`src/rtl/dpll_recovery.sv`:
```
// Digital PLL bit-clock recovery: oversampled line in, bit strobe, mid-bit data and lock out.
// Bang-bang +/-1 count phase correction per bit with deadband and an edge-count lock detector.
module dpll_recovery #(
    parameter int OSR        = 16,
    parameter int DEADBAND   = 0,
    parameter int LOCK_COUNT = 8,
    parameter int PW         = $clog2(OSR) + 1
) (
    input  logic          clk,
    input  logic          reset_n,
    input  logic          enable,
    input  logic          sync_in,
    output logic          clken_out,
    output logic          data_out,
    output logic          data_valid,
    output logic          locked,
    output logic [PW-1:0] phase_err
);

    localparam int CW = $clog2(OSR);
    localparam logic [CW-1:0] PH_LAST  = CW'(OSR - 1);
    localparam logic [CW-1:0] PH_SHORT = CW'(OSR - 2);
    localparam logic [CW-1:0] PH_MID   = CW'(OSR / 2);

    typedef enum logic [1:0] {
        PEND_NONE  = 2'd0,
        PEND_LONG  = 2'd1,
        PEND_SHORT = 2'd2
    } pend_t;

    logic          r_sync1;
    logic          r_sync_s;
    logic          r_prev;
    logic [CW-1:0] r_ph;
    pend_t         r_pend;
    logic          r_held;
    logic          r_seen;
    logic [7:0]    r_lock_cnt;
    logic          r_locked;
    logic          r_data;
    logic          r_valid;
    logic [PW-1:0] r_perr;

    logic                 w_edge;
    logic                 w_eval;
    logic                 w_short;
    logic                 w_hold;
    logic                 w_wrap;
    logic                 w_end;
    logic                 w_consume;
    logic signed [PW-1:0] w_err;
    logic [PW-1:0]        w_err_u;
    logic [PW-1:0]        w_abs;
    logic                 w_in_band;
    logic                 w_far;
    logic [7:0]           w_lock_next;

    // Synchroniser and edge flop keep running while disabled so re-enable sees a settled line.
    always_ff @(posedge clk or negedge reset_n) begin
        if (!reset_n) begin
            r_sync1  <= 1'b0;
            r_sync_s <= 1'b0;
            r_prev   <= 1'b0;
        end else begin
            r_sync1  <= sync_in;
            r_sync_s <= r_sync1;
            r_prev   <= r_sync_s;
        end
    end

    assign w_edge    = r_sync_s ^ r_prev;
    assign w_eval    = w_edge & ~r_seen;
    assign w_short   = (r_pend == PEND_SHORT) && (r_ph == PH_SHORT);
    assign w_hold    = (r_pend == PEND_LONG) && (r_ph == PH_LAST) && !r_held;
    assign w_wrap    = (r_ph == PH_LAST) && !w_hold;
    assign w_end     = w_short | w_wrap;
    assign w_consume = w_short | (w_wrap & r_held);

    // Phase folded into [-OSR/2, OSR/2-1]; positive means the counter runs ahead of the line.
    assign w_err     = (r_ph < PH_MID) ? $signed({1'b0, r_ph})
                                       : $signed({1'b0, r_ph} - PW'(OSR));
    assign w_err_u   = w_err;
    assign w_abs     = w_err_u[PW-1] ? (~w_err_u + PW'(1)) : w_err_u;
    assign w_in_band = (w_abs <= PW'(DEADBAND));
    assign w_far     = (w_abs >= PW'(OSR / 4));
    assign w_lock_next = (r_lock_cnt == 8'hFF) ? r_lock_cnt : (r_lock_cnt + 8'd1);

    always_ff @(posedge clk or negedge reset_n) begin
        if (!reset_n) begin
            r_ph       <= '0;
            r_pend     <= PEND_NONE;
            r_held     <= 1'b0;
            r_seen     <= 1'b0;
            r_lock_cnt <= 8'd0;
            r_locked   <= 1'b0;
            r_data     <= 1'b0;
            r_valid    <= 1'b0;
            r_perr     <= '0;
        end else if (!enable) begin
            r_ph       <= '0;
            r_pend     <= PEND_NONE;
            r_held     <= 1'b0;
            r_seen     <= 1'b0;
            r_lock_cnt <= 8'd0;
            r_locked   <= 1'b0;
            r_valid    <= 1'b0;
        end else begin
            if (w_end) begin
                r_ph <= '0;
            end else if (!w_hold) begin
                r_ph <= r_ph + CW'(1);
            end
            r_held <= w_hold;
            r_seen <= w_end ? 1'b0 : (r_seen | w_edge);

            r_valid <= (r_ph == PH_MID);
            if (r_ph == PH_MID) begin
                r_data <= r_sync_s;
            end

            // A correction found on this very cycle outranks clearing the one just consumed.
            if (w_eval && !w_in_band) begin
                r_pend <= w_err_u[PW-1] ? PEND_SHORT : PEND_LONG;
            end else if (w_consume) begin
                r_pend <= PEND_NONE;
            end

            if (w_eval) begin
                r_perr <= w_err_u;
                if (w_in_band) begin
                    r_lock_cnt <= w_lock_next;
                    r_locked   <= (w_lock_next >= 8'(LOCK_COUNT));
                end else if (w_far) begin
                    r_lock_cnt <= 8'd0;
                    r_locked   <= 1'b0;
                end
            end
        end
    end

    assign clken_out  = enable & w_end;
    assign data_out   = r_data;
    assign data_valid = r_valid;
    assign locked     = r_locked;
    assign phase_err  = r_perr;

endmodule
```
`config.mk`:
```
export PLATFORM = sky130hd
export DESIGN_NAME = dpll_recovery
export DESIGN_NICKNAME = d
export VERILOG_FILES = /design/src/rtl/dpll_recovery.sv
export SDC_FILE = /design/constraint.sdc
export NUM_CORES = 1
export LEC_CHECK = 0
export ABC_CLOCK_PERIOD_IN_PS = 1900
export BUFFER_PORTS_ARGS = -buffer_cell sky130_fd_sc_hd__clkbuf_2
export CORE_ASPECT_RATIO = 0.6
export CORE_UTILIZATION = 58
export DETAILED_ROUTE_END_ITERATION = 10
export HOLD_SLACK_MARGIN = 0.15
export PLACE_DENSITY = 0.78
export REMOVE_ABC_BUFFERS = 1
export SLEW_MARGIN = 25
export SYNTH_ARGS = -nofsm -noshare
export SYNTH_HDL_FRONTEND = slang
export SYNTH_SLANG_ARGS = --single-unit
```
`constraint.sdc`:
```
create_clock -name clk -period 1.9 [get_ports clk]
set_input_delay 0.19 -clock clk [delete_from_list [all_inputs] [get_ports clk]]
set_output_delay 0.19 -clock clk [all_outputs]
set_load 0.1 [all_outputs]
```
* Word-level counts from Yosys, hierarchy flattened
Cells that the tools add are included.
** Operators by class
- Add/subtract/negate cells :: 4
- Order comparisons :: 4
- Equal/unequal tests :: 10
- Multiplexer cells :: 22
- Bitwise operators :: 9
- Reduce and logical (&&, ||, !) cells :: 11
** Operator list (count)
- 8-bit two-way mux :: 5
- 4-bit equality test, second input constant :: 3
- 4-bit two-way mux :: 3
- 5-bit two-way mux :: 2
- 8-bit by 1-bit adder with 8-bit output, second input constant :: 1
- 8-bit equality test, second input constant :: 1
- 8-bit by 4-bit greater-or-equal comparator with 1-bit output, second input constant :: 1
- 1-bit two-way mux :: 8
- 2-bit two-way mux :: 4
- 3-bit by 1-bit != test with 1-bit output, second input constant :: 2
- 2-bit AND reduction :: 3
- 5-bit by 1-bit adder with 5-bit output, second input constant :: 1
- 5-bit by 3-bit greater-or-equal comparator with 1-bit output, second input constant :: 1
- 5-bit by 1-bit <= comparator with 1-bit output, second input constant :: 1
- 1-bit logical AND :: 5
- 5-bit NOT :: 1
- 4-bit by 5-bit subtractor with 5-bit output, second input constant :: 1
- 4-bit by 1-bit adder with 4-bit output, second input constant :: 1
- 4-bit < comparator, second input constant :: 1
- 1-bit AND :: 3
- 1-bit zero test :: 3
- 3-bit by 2-bit != test with 1-bit output, second input constant :: 1
- 1-bit bitwise OR :: 3
- 2-bit by 1-bit equality test with 1-bit output, second input constant :: 1
- other kinds (4) :: 4
** Storage, ports and cells
- Register bits after elaboration :: 27
- Logic and storage cells :: 72

* Longest topological paths before layout
- Depth after elaboration :: 10
- Gate-level depth with buffers :: 9
- Depth with buffers taken out :: 7

* Least setup slack after synthesis
No wires, ideal clock.
- Path kind :: register to output
- Start :: reg r_ph[0]
- End :: out clken_out
- Arrival :: 3628 ps
- Required time :: 1710 ps
- Slack :: -1918 ps
- Cell stages (with the launch flop) :: 5
- Path buffers :: 0
- Cells stage by stage :: dfrtp_1 inv_1 ha_1 a21oi_1 nor4_1
** Between the ends
- Word-level cells in the longest chain between the ends :: 7
- Elaborated cells on any way between the ends :: 9
** Ends and longest elaborated chain
- start, declared :: RTL line 34 : logic [CW-1:0] r_ph;
- start signal, assigned :: RTL line 111 : r_ph <= r_ph + CW'(1);
- 4-bit equality test :: RTL line 74, 75
- 1-bit logical AND (2 in a row) :: RTL line 74 : assign w_hold = (r_pend == PEND_LONG) && (r_ph == PH_LAST) && !r_held;
- 1-bit zero test
- 1-bit logical AND :: RTL line 75 : assign w_wrap = (r_ph == PH_LAST) && !w_hold;
- 1-bit bitwise OR * :: RTL line 76 : assign w_end = w_short | w_wrap;
- 1-bit AND * :: RTL line 141 : assign clken_out = enable & w_end;
- end, declared :: RTL line 13 : output logic clken_out,
Mark *: on every way between the ends. The rest lies on a longest branch, timed or not.

* Final worst setup path
- Start :: reg r_ph[1]
- End :: reg r_lock_cnt[0]
** Between the ends
- Word-level cells in the longest chain between the ends :: 9
- Elaborated cells on any way between the ends :: 13
** Ends and longest elaborated chain
- 4-bit by 5-bit subtractor with 5-bit output / 4-bit < comparator (equally long branches) :: RTL line 81, 80
- 5-bit two-way mux * :: RTL line 80 : assign w_err = (r_ph < PH_MID) ? $signed({1'b0, r_ph})
- 5-bit NOT :: RTL line 83 : assign w_abs = w_err_u[PW-1] ? (~w_err_u + PW'(1)) : w_err_u;
- 5-bit by 1-bit adder with 5-bit output :: RTL line 83
- 5-bit two-way mux * :: RTL line 83
- 5-bit by 1-bit <= comparator with 1-bit output :: RTL line 84 : assign w_in_band = (w_abs <= PW'(DEADBAND));
- 8-bit two-way mux :: RTL line 130 : if (w_in_band) begin
- 8-bit two-way mux :: RTL line 128 : if (w_eval) begin
- 8-bit two-way mux :: RTL line 99 : end else if (!enable) begin
- end signal, assigned :: RTL line 131 : r_lock_cnt <= w_lock_next;
- end, declared :: RTL line 38 : logic [7:0] r_lock_cnt;
Mark *: on every way between the ends. The rest lies on a longest branch, timed or not. The select of a mux whose other input is x is not followed.
A chain may end at the register's enable or synchronous reset.

==> results.py <==
metrics = {
    "pwr": {
        "ir_drop_mv": 0.5748,
        "power_density_nw_per_um2": 726.1,
        "p_leak_nw": 0.7012,
    },
    "routing": {
        "avgRoutedWirePerCell_microns": 16.65,
        "drt_iter0_drc": 117,
        "vias": 1233,
        "drc": 0,
        "firstDrtPassIters": 4,
        "wirelength_microns": 3264,
        "antenna_left": 0,
        "avgViaCountPerCell": 6.291,
    },
    "placement": {
        "dpl_cell_area_sq_um": 1505,
        "placedCellCount": 188,
        "gp_congestion": 0.9273,
        "io_buffer_count": 12,
        "dpl.hpwl_microns": 2241,
    },
    "sta": {
        "rsz0062_at_grt": "yes",
        "setup_tns_ns": 0,
        "worst-slew-pin-transition_ns": 0.6365,
        "slew_viol_final": 0,
        "fin_worst_skew_ns": 0.01001,
        "setup_violations": 0,
        "slew-limit-headroom_pct": 57.57,
        "finalHoldViolCount": 0,
        "finalCritPeriodShare_pct": 98.55,
        "max_freq_mhz": 534.1,
        "layout_min_cycle_time_ns": 1.872,
    },
    "min_path": {
        "hp-class": "input port to flip-flop",
        "holdPathStages": 3,
    },
    "floorplan": {
        "die_area_sq_um": 2650,
        "initial_core_util_pct": 63.56,
        "die_width_microns": 65.80,
        "ioPinCount": 13,
        "core-area_sq_um": 2228,
        "num_rows": 13,
        "die_y_microns": 40.28,
    },
    "cells_and_area": {
        "syn_to_final_growth_pct": 16.08,
        "final_cell_area_sq_um": 1644,
        "drive_above_1_share_pct": 23.49,
        "insertedDiodeCount": 0,
        "finalNonFillerCells": 196,
        "nets": 177,
    },
    "cts": {
        "cts_max_level": 1,
        "numClockSinks": 26,
        "root_buffer": "clkbuf_8",
        "path_clk_slew_ns": 0.09,
        "clk_latency_ns": 0.27,
        "numCtsBuffers": 3,
        "clock_path_buffers": 2,
        "cts_tree": "yes",
    },
    "logic_synthesis": {
        "synth_top_area_cell": "dfrtp_1",
        "synth_top_area_share_pct": 45.94,
        "ys_types": 44,
        "ys_seq_elements": 26,
        "synthTopCellsByArea": "dfrtp_1 46%, a21oi_1 5.3%, nand2_1 5.3%",
        "yosysMostFrequentCell": "dfrtp_1",
        "avgSynthCellArea_sq_um": 9.442,
        "synthTopCellsByCount": "26 x dfrtp_1, 20 x nand2_1, 15 x a21oi_1, 10 x o21ai_0",
        "syn_inst": 150,
        "syn_area_sq_um": 1416,
        "ys.flop_type": "dfrtp_1",
        "async_reset_ff_share_pct": 100.0,
        "yosysSeqAreaShare_pct": 45.94,
        "ys_warn_count": 0,
        "synth-edff-count": 0,
    },
    "run": {
        "cap_violations": 0,
    },
    "critical_path": {
        "critPathLaunchType": "flip-flop",
        "cp.required_ns": 2.10,
        "rr_worst_depth": 6,
        "crit_fanout": 7,
        "worstPathArrival_ns": 2.07,
        "path_class": "flip-flop to flip-flop",
        "cp-end-kind": "flip-flop",
    },
    "grt": {
        "track_usage_pct": 28.01,
        "antenna_found_initial": 0,
        "overflow": 0,
        "grt_pass1_wl_microns": 5216,
        "grt_pass1_vias": 1086,
        "grt_max_degree": 27,
    },
    "status": {
        "outcome": "completed",
    },
}
stage by stage:
| step | util (%) | worst slack, ns | power [mW] | hold slack [ns] |
|---|---|---|---|---|
| after floorplan | - | -1.918 | 0.7991 | -0.1056 |
| after global placement | 67.55 | 0.08693 | 0.8587 | 0.2358 |
| after detailed placement | 67.55 | -0.01600 | 0.8668 | 0.2398 |
| after CTS | 70.30 | -0.004387 | 1.164 | 0.2978 |
| after global routing | 73.78 | -0.05716 | 1.246 | 0.3582 |
| final | 73.78 | 0.02751 | 1.194 | 0.3163 |
routing by layer:
layer,GRT usage [%],share of wire [%],vias to the layer above
met5,0,0,-
met4,6.522,2.1,0
met3,6.818,7.8,8
met2,42.09,45,57
met1,40.85,45,593
li1,-,-,575
cells by family after synthesis:
family / share of synthesized area, %
AND/OR/NAND/NOR: 19.79
AO/OA/AOI/OAI: 21.03
flip-flops: 45.94
buffers and inverters: 5.388
adder cells (fa/ha/maj): 4.417
XOR/XNOR: 1.855
multiplexers: 1.590
power breakdown:
group          internal (mW)  switching, mW
clock                  0.142          0.159
sequential             0.582         0.0324
combinational         0.0794          0.198
worst max-delay path: stages, from the launching register on:
cell,delay (ns)
dfrtp_2,0.46
inv_2,0.12
ha_1,0.26
o311ai_1,0.20
o21a_1,0.26
or3_1,0.35
a21oi_1,0.16
flip-flops by register name (all words and copies together) (netlist names):
| name | cells |
|---|---|
| r_pend | 2 |
| r_seen | 1 |
| locked | 1 |
| r_ph | 4 |
| data_valid | 1 |
| r_lock_cnt | 8 |
| r_prev | 1 |
| r_sync1 | 1 |
| data_out | 1 |
| phase_err | 4 |
| r_sync_s | 1 |
| r_held | 1 |
cells in the final DEF (no fill, tap or decap), drive strengths merged, types with 2 or more instances in the layout:
cell	netlist	layout
nor3	2	2
dfrtp	26	26
a21oi	15	15
dlygate4sd3	0	2
nand3b	2	2
inv	6	6
ha	5	5
and3	5	5
o21a	3	3
mux2	2	2
nand3	7	7
o21ai	14	14
o221ai	2	2
o31ai	3	3
xnor2	2	2
nand2	20	20
nor2	7	7
nand2b	2	2
clkbuf	2	14
buf	6	8
o311ai	2	2
cell type report:
| cell class | instances | area [sq um] |
|---|---|---|
| repair buffers | 21 | 155.1 |
| flip-flops and latches | 26 | 653.1 |
| inverters | 6 | 25.02 |
| well taps | 30 | 37.54 |
| multi-input cells | 110 | 732.0 |
| clock buffers | 3 | 41.29 |
| fillers | 141 | 584.3 |
worst paths after layout:
| kind | slack, ns | start | end |
|---|---|---|---|
| hold reg to reg | 0.37 | r_sync1 | r_sync_s |
| setup reg to reg | 0.03 | r_ph[1] | r_lock_cnt[0] |
| setup / recovery | 0.03 | r_ph[1] | r_lock_cnt[0] |
| min in group asynchronous | 0.48 | reset_n | locked |
| max in group asynchronous | 0.97 | reset_n | r_ph[1] |
| hold / removal | 0.32 | enable | r_ph[2] |
what timing repair did:
item / CTS / global route
hold endpoints to repair: 27 / 0
setup endpoints to repair: 3 / 14
pin swaps: 0 / 5
hold buffers: 2 / 0
gates resized for setup: 1 / 14
setup buffers: 0 / 3
Note: power is estimated with default switching activity, not from simulation.
